<file path="src/rtl/elevator_car_model_car_timer.sv">
// Loadable down-counter that holds at zero; done flags a zero count.
module car_timer #(
  parameter int unsigned W = 4
) (
  input  logic         clk,
  input  logic         rst,
  input  logic         load,
  input  logic [W-1:0] load_val,
  input  logic         en,
  output logic         done
);

  logic [W-1:0] count;

  always_ff @(posedge clk) begin
    if (rst) begin
      count <= '0;
    end else if (load) begin
      count <= load_val;
    end else if (en && (count != '0)) begin
      count <= count - 1'b1;
    end
  end

  assign done = (count == '0);

endmodule

</file>
<file path="config.mk">
export PLATFORM = sky130hd
export DESIGN_NAME = car_timer
export DESIGN_NICKNAME = d
export VERILOG_FILES = /design/src/rtl/elevator_car_model_car_timer.sv
export SDC_FILE = /design/constraint.sdc
export NUM_CORES = 1
export LEC_CHECK = 0
export CAP_MARGIN = 40
export CORE_AREA = 2 2 39 41
export CTS_BUF_LIST = sky130_fd_sc_hd__clkbuf_4
export DETAILED_ROUTE_END_ITERATION = 8
export DIE_AREA = 0 0 41 43
export PLACE_DENSITY_LB_ADDON = 0.15
export SKIP_CTS_REPAIR_TIMING = 1
export SKIP_LAST_GASP = 1
export SLEW_MARGIN = 20
export SYNTH_ARGS = -nofsm -noshare
export SYNTH_HDL_FRONTEND = slang
export SYNTH_SLANG_ARGS = --single-unit
</file>
<file path="constraint.sdc">
create_clock -name clk -period 2.57 [get_ports clk]
set_input_delay 0.6425 -clock clk [delete_from_list [all_inputs] [get_ports clk]]
set_output_delay 0.6425 -clock clk [all_outputs]
set_load 0.005 [all_outputs]
</file>
# Word-level counts from Yosys, hierarchy flattened
# Index checks and enable logic that the tools add are counted.
[word_totals] register_bits=4 input_bits=8 out_inout_bits=1 elab_cells=8
[classes] addsub=1 muxes=2 n_reduce_logical=4
[op_table] cell="2-to-1 mux 4 bit" count=2
[op_table] cell="zero test 4 bit" count=1
[op_table] cell="nonzero test 4 bit" count=1
[op_table] cell="subtractor 4 x 1 -> 4 bit, second input constant" count=1
[op_table] cell="nonzero test 2 bit" count=1
[op_table] cell="logical AND 1 bit" count=1

# Logic depth before layout (Yosys ltp)
[depth] word_depth=4 mapped_depth=5 depth_no_buf=5

# Least setup slack after synthesis
# OpenSTA, ideal clock, no wires.
[synth_timing] path_type="register to output" startpoint="register count[1]" endpoint="output port done" t_arrival_ns=1.087 t_required_ns=1.928 setup_slack_ns=0.840 stages_incl_launch_ff=5 path_cell_list="dfxtp_1 -> inv_1 -> ha_1 -> or3b_4 -> inv_1"
[synth_via] elab_chain_cells=1
[synth_lines] element="start, declared" line="13" text="logic [W-1:0] count;"
[synth_lines] element="start signal, assigned" line="19" text="count <= load_val;"
[synth_lines] element="start signal, assigned" line="21" text="count <= count - 1'b1;"
[synth_lines] element="zero test 4 bit" line="25" text="assign done = (count == '0);"
[synth_lines] element="end, declared" line="10" text="output logic done"
# No other way between the ends.

# Final worst setup path
# Ends and elaborated chain as after synthesis.

==> flow_metrics.py <==
metrics = {
    "floorplan": {
        "fp.dieH_um": 43,
        "start_util_pct": 19.0,
        "rows": 14,
        "die_x_um": 41,
        "core_area_sq_mm": 0.00138,
        "die_area_sq_mm": 0.00176,
        "ioPinCount": 9,
    },
    "synthesis": {
        "avgSynthCellArea_sq_um": 9.06,
        "synth_cell_types": 16,
        "synth_compound_area_share_pct": 26.7,
        "yosys.area_share.simple_pct": 28.6,
        "ys_seq_area_share_pct": 30.5,
        "synth_largest_area_cell": "dfxtp_1",
        "synth_ff_type": "dfxtp_1",
        "synth_commonest_cells": "nor2_1 (5), dfxtp_1 (4), inv_1 (4)",
        "synth_top_area_share_pct": 30.5,
        "mappedNetlistArea_sq_um": 263,
        "synth-seq-cells": 4,
        "synth_xor_area_share_pct": 0,
        "yosys_warnings": 0,
        "yosys.cell_count.top_type": "nor2_1",
        "synth_fa_ha_area_share_pct": 4.76,
        "yosys-top-cells-area": "dfxtp_1 (30%), a2111oi_4 (10%), nor2_1 (7.1%)",
        "synthCells": 29,
        "synth_edf_count": 0,
        "synth_top_family_by_area": "simple AND/OR/NAND/NOR gates",
        "async_flop_share_pct": 0,
        "syn-num-nets": 38,
        "synthMuxAreaShare_pct": 3.81,
    },
    "power_and_ir_drop": {
        "max-vdd-ir-drop_mv": 0.199,
        "p_leak_uw": 0.000146,
        "p_per_area_mw_per_mm2": 526,
        "finalPower_uw": 209,
    },
    "setup_path": {
        "critPathLaunchType": "register",
        "crit_buf_inv": 3,
        "slowest_stage": "clkdlybuf4s50_1",
        "max_stage_delay_ps": 490,
        "cp_top_family": "buffers and inverters",
        "crit_path_end_kind": "output port",
        "cp_cell_sequence": "inv_1 > ha_4 > or3b_4 > inv_1 > clkdlybuf4s50_1",
        "path_depth": 5,
        "reg2reg_depth": 5,
        "path_class": "reg -> out",
        "worst-path-max-fanout": 5,
        "cpMostUsedCell": "inv_1",
        "cp_data_required_time_ps": 1930,
        "cp.arrival_ps": 1820,
    },
    "global_route": {
        "antenna_found_initial": 0,
        "grt_pass1_wl_um": 979,
        "grt_remaining_overflow": 0,
        "grt.total_usage_pct": 8.84,
        "grt_max_degree": 8,
        "grt_pass1_vias": 249,
    },
    "final_layout": {
        "final_nets": 51,
        "fill_cells": 160,
        "drive_gt1_share_pct": 17.5,
        "largest_register_ffs": 4,
        "finalNonFillerCells": 56,
        "largest-register": "count",
        "area_growth_pct": 51.4,
        "reg_top3": "count (4)",
        "finish.utilization_pct": 28.8,
        "antenna_cells": 0,
    },
    "run_status": {
        "status": "complete, no violations",
    },
    "timing": {
        "period_needed_ps": 2470,
        "rsz0062_at_grt": "false",
        "fmax_mhz": 406,
        "min_period_over_period_pct": 95.9,
        "setup_tns_ps": 0,
        "finalMaxSlewViolations": 0,
        "finalSetupViolations": 0,
        "max-slew-margin-rel_pct": 78.7,
        "skew_ps": 1.46,
        "whs_ps": 522,
        "tightestPinTransition_ps": 318,
        "finalHoldViolCount": 0,
    },
    "detailed_routing": {
        "drc": 0,
        "drtIter0Drc": 0,
        "wl_per_cell_um": 10.6,
        "viasPerCell": 4.59,
        "num_vias": 257,
        "first_pass_iters": 1,
        "ant_nets": 0,
        "drt_wl_total_um": 592,
    },
    "job": {
        "maxCapViolCount": 0,
    },
    "hold_path": {
        "hold_depth": 2,
        "worstHoldPathType": "reg -> reg",
    },
    "clocking": {
        "cts_made_buffers": 3,
        "insertion_delay_ps": 240,
        "clock-sinks": 4,
        "clk_path_buf_depth": 2,
        "clkSlewWorstSetupHoldPaths_ps": 40,
        "cts_tree": "done",
        "root_buffer": "clkbuf_4",
        "h-tree-depth": 1,
    },
    "placement": {
        "hpwl_um": 465,
        "gp_congestion": 0.676,
        "dp.cells": 53,
        "numPortBuffers": 8,
    },
}
## cells in the final DEF, fill, tap and decap left out
master / n
clkdlybuf4s50_1: 8
nor2_1: 5
inv_1: 4
dfxtp_1: 4
nand2_1: 3
clkbuf_4: 3
a311oi_1: 2
or3b_4: 1
nor4b_2: 1
mux2i_1: 1
a211oi_1: 1
nand4b_1: 1
nor3_1: 1
a2111oi_4: 1
a311o_1: 1
a21o_1: 1
nand3_1: 1
ha_4: 1
## worst paths after layout
| check | from | end | slack, ps |
|---|---|---|---|
| worst max-delay path | count[1]$_SDFFE_PP0P_ | done | 100 |
| worst min-delay path | count[2]$_SDFFE_PP0P_ | count[2]$_SDFFE_PP0P_ | 520 |
| worst max register to register | count[1]$_SDFFE_PP0P_ | count[1]$_SDFFE_PP0P_ | 990 |
| worst min register to register | count[2]$_SDFFE_PP0P_ | count[2]$_SDFFE_PP0P_ | 520 |
## worst min-delay path: cells and delay by family, from the launching register on
kind | cells | cell delay [ps]
simple gates | 1 | 60
compound gates | 1 | 80
flops | 1 | 320
## area by class of cell
class / count / area [sq um] / share of cell area [%]
Inverter: 4 / 15.0 / 3.77
Timing Repair Buffer: 8 / 80.1 / 20.1
Multi-Input combinational cell: 21 / 180 / 45.3
Sequential cell: 4 / 80.1 / 20.1
Clock buffer: 3 / 22.5 / 5.66
Tap cell: 16 / 20.0 / 5.03
## per-stage QoR
| stage | area (sq um) | setup slack [ps] |
|---|---|---|
| floorplan | 263 | 840 |
| global placement | 363 | 300 |
| detailed placement | 363 | 282 |
| CTS | 385 | 27.9 |
| global route | 398 | 22.7 |
| finish | 398 | 104 |
## power breakdown
group          internal [uW]  leakage [uW]  switching, uW  total (uW)
registers               67.9     0.0000333           4.36        72.3
clock network           52.3     0.0000138           26.4        78.7
logic                   32.6     0.0000987           25.5        58.2
## cells by family after synthesis
family,count (synthesis)
and+or+nand+nor,13
muxes,1
adders and majority gates,1
DFF,4
buffers and inverters,4
AOI/OAI and AO/OA,6
## layer usage
metal | routed length [um] | global-route usage [%] | vias to the layer above
li1 | - | - | 131
met1 | 240 | 10.6 | 116
met2 | 298 | 11.6 | 8
met3 | 45 | 4.71 | 2
met4 | 8 | 6.00 | 0
met5 | 0 | 0 | -
Note: power is estimated with default switching activity, not from simulation.
